## config.mk

```make
export PLATFORM = sky130hd
export DESIGN_NAME = sram_access_unit_flat
export DESIGN_NICKNAME = d
export VERILOG_FILES = /design/src/rtl/sram_access_unit_if.sv /design/src/rtl/sram_access_unit.sv /design/src/flat_wrapper.sv
export SDC_FILE = /design/constraint.sdc
export NUM_CORES = 1
export LEC_CHECK = 0
export BUFFER_PORTS_ARGS = -buffer_cell sky130_fd_sc_hd__buf_2
export CAP_MARGIN = 10
export CELL_PAD_IN_SITES_DETAIL_PLACEMENT = 0
export CELL_PAD_IN_SITES_GLOBAL_PLACEMENT = 1
export CORE_MARGIN = 2
export CORE_UTILIZATION = 39
export CTS_CLUSTER_DIAMETER = 150
export DETAILED_ROUTE_END_ITERATION = 6
export HOLD_SLACK_MARGIN = 0.12
export PLACE_DENSITY_LB_ADDON = 0.25
export SLEW_MARGIN = 20
export SYNTH_ARGS = -nofsm -noshare
export SYNTH_HDL_FRONTEND = slang
export SYNTH_SLANG_ARGS = --single-unit
```

## constraint.sdc

```tcl
create_clock -name clk -period 2.9 [get_ports clk]
set_input_delay 0.58 -clock clk [delete_from_list [all_inputs] [get_ports clk]]
set_output_delay 0.58 -clock clk [all_outputs]
set_load 0.02 [all_outputs]
```

## src/rtl/sram_access_unit_if.sv

```systemverilog
// Request/response channel between the core datapath and the SRAM access unit.
// The master is the core. The slave is the access unit.
interface sram_access_unit_if;
  logic       req_valid;
  logic       req_ready;
  logic [1:0] req_op;
  logic [7:0] req_addr;
  logic [7:0] req_wdata;
  logic       rsp_valid;
  logic       rsp_ready;
  logic [7:0] rsp_data;
  logic       rsp_err;

  modport master (
    output req_valid, req_op, req_addr, req_wdata, rsp_ready,
    input  req_ready, rsp_valid, rsp_data, rsp_err
  );

  modport slave (
    input  req_valid, req_op, req_addr, req_wdata, rsp_ready,
    output req_ready, rsp_valid, rsp_data, rsp_err
  );
endinterface

```

## src/rtl/sram_access_unit.sv

```systemverilog
// Single-outstanding load/store/push/pop front-end for a 256x8 SRAM.
// It owns the downward-growing stack pointer.
module sram_access_unit #(
  parameter logic [7:0] SP_RESET    = 8'hFF,
  parameter logic [7:0] STACK_LIMIT = 8'h80
) (
  input  logic                  clk,
  input  logic                  arst_n,
  input  logic                  clk_valid,
  sram_access_unit_if.slave     bus,
  output logic [7:0]            sp,
  output logic                  sram_write_en,
  output logic [7:0]            sram_addr,
  output logic [7:0]            sram_data_out,
  input  logic [7:0]            sram_data_in
);

  localparam logic [1:0] OP_LOAD  = 2'b00;
  localparam logic [1:0] OP_STORE = 2'b01;
  localparam logic [1:0] OP_PUSH  = 2'b10;
  localparam logic [1:0] OP_POP   = 2'b11;

  typedef enum logic [1:0] {IDLE, EXEC, RESP} state_t;

  state_t     state_reg, state_next;
  logic [7:0] sp_reg, sp_next;
  logic [7:0] addr_reg, addr_next;
  logic [7:0] wdata_reg, wdata_next;
  logic [1:0] op_reg, op_next;
  logic       err_reg, err_next;
  logic [7:0] rsp_data_reg, rsp_data_next;
  logic       rsp_err_reg, rsp_err_next;

  always_ff @(posedge clk or negedge arst_n) begin
    if (!arst_n) begin
      state_reg    <= IDLE;
      sp_reg       <= SP_RESET;
      addr_reg     <= 8'h00;
      wdata_reg    <= 8'h00;
      op_reg       <= OP_LOAD;
      err_reg      <= 1'b0;
      rsp_data_reg <= 8'h00;
      rsp_err_reg  <= 1'b0;
    end else if (clk_valid) begin
      state_reg    <= state_next;
      sp_reg       <= sp_next;
      addr_reg     <= addr_next;
      wdata_reg    <= wdata_next;
      op_reg       <= op_next;
      err_reg      <= err_next;
      rsp_data_reg <= rsp_data_next;
      rsp_err_reg  <= rsp_err_next;
    end
  end

  always_comb begin
    state_next    = state_reg;
    sp_next       = sp_reg;
    addr_next     = addr_reg;
    wdata_next    = wdata_reg;
    op_next       = op_reg;
    err_next      = err_reg;
    rsp_data_next = rsp_data_reg;
    rsp_err_next  = rsp_err_reg;
    sram_write_en = 1'b0;

    case (state_reg)
      IDLE: begin
        if (bus.req_valid) begin
          op_next    = bus.req_op;
          wdata_next = bus.req_wdata;
          // PUSH writes at sp then decrements; POP pre-increments to reach the top entry.
          case (bus.req_op)
            OP_PUSH: addr_next = sp_reg;
            OP_POP:  addr_next = sp_reg + 8'd1;
            default: addr_next = bus.req_addr;
          endcase
          err_next   = ((bus.req_op == OP_PUSH) && (sp_reg < STACK_LIMIT)) ||
                       ((bus.req_op == OP_POP)  && (sp_reg == SP_RESET));
          state_next = EXEC;
        end
      end
      EXEC: begin
        sram_write_en = ((op_reg == OP_STORE) || (op_reg == OP_PUSH)) && !err_reg;
        rsp_err_next  = err_reg;
        if (((op_reg == OP_LOAD) || (op_reg == OP_POP)) && !err_reg) begin
          rsp_data_next = sram_data_in;
        end else begin
          rsp_data_next = 8'h00;
        end
        if (!err_reg && (op_reg == OP_PUSH)) begin
          sp_next = sp_reg - 8'd1;
        end else if (!err_reg && (op_reg == OP_POP)) begin
          sp_next = sp_reg + 8'd1;
        end
        state_next = RESP;
      end
      RESP: begin
        if (bus.rsp_ready) begin
          state_next = IDLE;
        end
      end
      default: state_next = IDLE;
    endcase
  end

  assign bus.req_ready = (state_reg == IDLE);
  assign bus.rsp_valid = (state_reg == RESP);
  assign bus.rsp_data  = rsp_data_reg;
  assign bus.rsp_err   = rsp_err_reg;
  assign sp            = sp_reg;
  assign sram_addr     = addr_reg;
  assign sram_data_out = wdata_reg;

endmodule

```

## src/flat_wrapper.sv

```systemverilog
// flat-port wrapper written by rule: the top's interface ports become plain ports
module sram_access_unit_flat 
#(
  parameter logic [7:0] SP_RESET    = 8'hFF,
  parameter logic [7:0] STACK_LIMIT = 8'h80
)
  (clk, arst_n, clk_valid, sp, sram_write_en, sram_addr, sram_data_out, sram_data_in, bus_req_valid, bus_req_op, bus_req_addr, bus_req_wdata, bus_rsp_ready, bus_req_ready, bus_rsp_valid, bus_rsp_data, bus_rsp_err);
  sram_access_unit_if bus_i ();
  input  logic clk;
  input  logic arst_n;
  input  logic clk_valid;
  output logic [7:0] sp;
  output logic sram_write_en;
  output logic [7:0] sram_addr;
  output logic [7:0] sram_data_out;
  input  logic [7:0] sram_data_in;
  input wire logic [$bits(bus_i.req_valid)-1:0] bus_req_valid;
  input wire logic [$bits(bus_i.req_op)-1:0] bus_req_op;
  input wire logic [$bits(bus_i.req_addr)-1:0] bus_req_addr;
  input wire logic [$bits(bus_i.req_wdata)-1:0] bus_req_wdata;
  input wire logic [$bits(bus_i.rsp_ready)-1:0] bus_rsp_ready;
  output wire logic [$bits(bus_i.req_ready)-1:0] bus_req_ready;
  output wire logic [$bits(bus_i.rsp_valid)-1:0] bus_rsp_valid;
  output wire logic [$bits(bus_i.rsp_data)-1:0] bus_rsp_data;
  output wire logic [$bits(bus_i.rsp_err)-1:0] bus_rsp_err;
  assign bus_i.req_valid = bus_req_valid;
  assign bus_i.req_op = bus_req_op;
  assign bus_i.req_addr = bus_req_addr;
  assign bus_i.req_wdata = bus_req_wdata;
  assign bus_i.rsp_ready = bus_rsp_ready;
  assign bus_req_ready = bus_i.req_ready;
  assign bus_rsp_valid = bus_i.rsp_valid;
  assign bus_rsp_data = bus_i.rsp_data;
  assign bus_rsp_err = bus_i.rsp_err;
  sram_access_unit #(.SP_RESET(SP_RESET), .STACK_LIMIT(STACK_LIMIT)) u_core (.clk(clk), .arst_n(arst_n), .clk_valid(clk_valid), .bus(bus_i), .sp(sp), .sram_write_en(sram_write_en), .sram_addr(sram_addr), .sram_data_out(sram_data_out), .sram_data_in(sram_data_in));
endmodule
```

======== Word level (Yosys, flattened, before mapping) ========
Cells that the tools add are included.
word-level totals
  word-level logic and storage cells ...... 46
  output and inout bits ................... 36
  register bits ........................... 38
cells by class
  equal/unequal tests ..................... 10
  reductions and logical operators ........ 17
  $add $sub $neg .......................... 2
  order comparisons ....................... 1
  multiplexer cells ....................... 8
operators with widths
  operator                                                               count
  8-bit 2-to-1 mux                                                       3
  8-bit case mux with 2 select lines                                     1
  2-bit equality test, second input constant                             5
  3-bit AND reduction                                                    3
  8-bit by 1-bit adder with 8-bit output, second input constant          1
  8-bit equality test, second input constant                             1
  8-bit < comparator, second input constant                              1
  8-bit by 1-bit subtractor with 8-bit output, second input constant     1
  1-bit logical AND                                                      6
  2-bit case mux with 3 select lines                                     1
  2-bit by 1-bit equality test with 1-bit output, second input constant  2
  2-bit zero test                                                        2
  2-bit 2-to-1 mux                                                       2
  2-bit != test, second input constant                                   2
  1-bit logical OR                                                       3
  2-bit AND reduction                                                    1
  2-bit nonzero test                                                     1
  1-bit zero test                                                        1
  1-bit 2-to-1 mux                                                       1

======== Logic depth before layout (Yosys ltp) ========
  depth in word-level cells ............... 4
  mapped depth ............................ 7
  depth with buffers taken out ............ 6

======== Worst setup path before layout ========
OpenSTA, ideal clock, no wires.
  path kind ............................... register to output
  start point ............................. reg u_core.op_reg[0]
  end point ............................... out sram_write_en
  stages on the path, launching flop included .. 4
  slack ................................... 0.942 ns
  path buffers ............................ 0
  data arrival time ....................... 1.378 ns
  cells stage by stage .................... dfrtp_1 -> inv_1 -> ha_1 -> nor4_1
on the way
  word-level cells in the longest chain between the ends .. 4
  elaborated cells on any way between the ends .. 5
RTL lines
  item                                                                                   line                    RTL
  start, declared                                                                        sram_access_unit.sv:29  logic [1:0] op_reg, op_next;
  start signal, assigned                                                                 sram_access_unit.sv:49  op_reg <= op_next;
  2-bit by 1-bit equality test with 1-bit output or 2-bit equality test (tied branches)  sram_access_unit.sv:84  sram_write_en = ((op_reg == OP_STORE) || (op_reg == OP_PUSH)) && !err_reg;
  1-bit logical OR (*)                                                                   sram_access_unit.sv:84
  1-bit logical AND (*)                                                                  sram_access_unit.sv:84
  1-bit 2-to-1 mux (*)                                                                   sram_access_unit.sv:67  case (state_reg)
  end, declared                                                                          flat_wrapper.sv:13      output logic sram_write_en;
Mark *: on every way between the ends. The rest lies on a longest branch, timed or not.

======== Worst setup path after layout ========
Same ends and word-level chain as after synthesis.

==> metrics.txt <==
total gr overflow 0; Syn Std Cell Area 1930 um2; finished layout cell area 2440 um2; root buf cell clkbuf_8; Synth Flop Type dfrtp_1; CP Capture Type output pin; overall power 2.59 mW; final hold violations 0; area of the multi-input gates 892 um2; status finished, final reports clean; first-pass GRT wire length 6960 um; die height 74.3 um; Clock Skew 0.00639 ns; setup TNS 0 ns; Crit path largest cell delay 0.35 ns; final-stage net count 308; worst min-delay path category input pin to async pin; Final min period 2.05 ns; cts hold-fix bufs 0; WL final 4240 um; Vias/cell 4.74; core area 4750 um2; max_slew headroom 44.0%; H-tree levels 2; Max Freq 488 MHz; final setup violation count 0; Clock transition at path regs 0.08 ns; vias in the first global route 1505; Worst Tran Pin Value 0.840 ns; Synth area leader dfrtp_1; Final Cycle Share 70.6%; Area growth syn-to-layout 26.8%; die area 5520 um2; leak pwr 1.19 nW; critical path arrival 1.47 ns; Post-synth EDFFs 0; Critical Path Fanout Max 2; Antenna Nets Post-Route 0; Sink Count 38; Post-synth ARST share 100%; #FFs+latches synth 38; Post-Syn Instances 211; Synth cell types 39; post-synthesis sequential area ratio 49.9%; I/O Buffers 66; CTS tree yes; RSZ-0062 raised after global routing no; Crit-path slowest cell dfrtp_1; Critical Path Source Type flop; most common cell after layout, fill and taps aside buf_2; Synthesized Nets 246; drt wl/cell 12.4 um; CTS buffer count 5; Starting Density 40.5%; die extent in x 74.3 um; post-synthesis area per instance 9.13 um2; clock latency at the later pin of the worst-skew pair 0.29 ns; CTS Buffer Depth 2; Peak VDD IR 431 uV; share of cells above drive strength 1 33.6%; most frequent cells in the layout 66 x buf_2, 62 x nand2_1, 30 x dfrtp_1, 24 x o21ai_0, 13 x xnor2_1; crit-path leading delay family flip-flops; utilization after layout 51.4%; max-slew violations 0; CP Class flop to output pin; CP bufs+invs 2; Post-CTS Resized 0; largest net degree at the start of global routing 39; postcts setup bufs 0; PD cells 1060 nW/um2; cells along the critical path inv_1, ha_1, nor4_1, buf_2; diode count 0; Reg area 961 um2; via count 1616; top-area cell type share of the netlist area 39.0%; IO Pins 67; GRT Util Overall 16.6%; synthesis warning total 0; Placement Cell Area 2300 um2; TritonRoute pass-1 iters 4; CP required 2.32 ns; row cnt 25; routability cong. 0.795; DR DRC count 0; ranking of synthesized cells by area dfrtp_1 39%, nand2_1 12%, dfstp_2 11%; initial antenna violation count 0; max cap viols 0; hpwl dp 3050 um; fillers 498; Initial DRC Count 38
synth_stat cells (4+ instances only):
cell type,n
buf_2,4
xnor2_1,13
nor2_1,6
inv_1,5
dfstp_2,8
clkbuf_1,6
o21ai_0,24
nand2_1,62
nand3_1,7
dfrtp_1,30
ha_1,4
worst reg2reg max path, delay by kind of cell (launching register included):
kind / cells / cell delay (ns)
and+or+nand+nor: 2 / 0.91
DFF: 1 / 0.45
xor gates and xnor gates: 1 / 0.17
AOI/OAI and AO/OA: 1 / 0.15
where the power goes:
| part | leakage [nW] | internal, mW | switching [mW] | total (mW) |
|---|---|---|---|---|
| Sequential | 0.467 | 0.779 | 0.208 | 0.987 |
| Clock | 0.0714 | 0.367 | 0.188 | 0.555 |
| Combinational | 0.650 | 0.400 | 0.650 | 1.05 |
| Total | 1.19 | 1.55 | 1.05 | 2.59 |
kinds of logic after synthesis:
logic type	after synthesis	synth area share, %
buf+inv	18	4.16
compound gates	35	9.94
fa+ha+maj	4	2.60
xor+xnor	14	6.36
simple gates	98	24.9
flops	38	49.9
mux	4	2.14
final timing paths:
check / start / end / slack, ns / depth (start not counted)
worst max register to register: u_core.state_reg[1] / u_core.sp[5] / 1.16 / 4
min in group clk: bus_req_wdata[4] / u_core.sram_data_out[4] / 0.47 / 3
worst min register to register: u_core.bus.rsp_data[6] / u_core.bus.rsp_data[6] / 0.47 / 2
worst max-delay path: u_core.op_reg[0] / sram_write_en / 0.85 / 4
max in group asynchronous: arst_n / u_core.sram_addr[5] / 1.98 / 1
worst min-delay path: arst_n / u_core.sram_data_out[4] / 0.39 / 1
through the flow:
stage | worst slack (ns) | std cells | hold WS (ns)
3_3_place_gp | 1.03 | 333 | 0.456
6_report | 0.853 | 341 | 0.394
4_1_cts | 0.808 | 341 | 0.419
5_1_grt | 0.754 | 341 | 0.460
2_1_floorplan | 0.942 | 211 | 0.284
3_5_place_dp | 1.02 | 333 | 0.464
per-layer routing:
metal | vias to the layer above | global-route usage, % | wire [um]
li1 | 832 | - | -
met1 | 735 | 22.7 | 1990
met2 | 42 | 24.7 | 1910
met3 | 7 | 5.01 | 256
met4 | 0 | 7.14 | 82
met5 | - | 0 | 0
cell type report:
| cell class | instances | area share [%] |
|---|---|---|
| flip-flops and latches | 38 | 39.3 |
| well taps | 67 | 3.43 |
| clock buffers | 6 | 3.38 |
| inverters | 5 | 0.768 |
| clock inverters | 2 | 2.46 |
| repair buffers | 68 | 14.1 |
| multi-input cells | 155 | 36.5 |
Note: power is estimated with default switching activity, not from simulation.
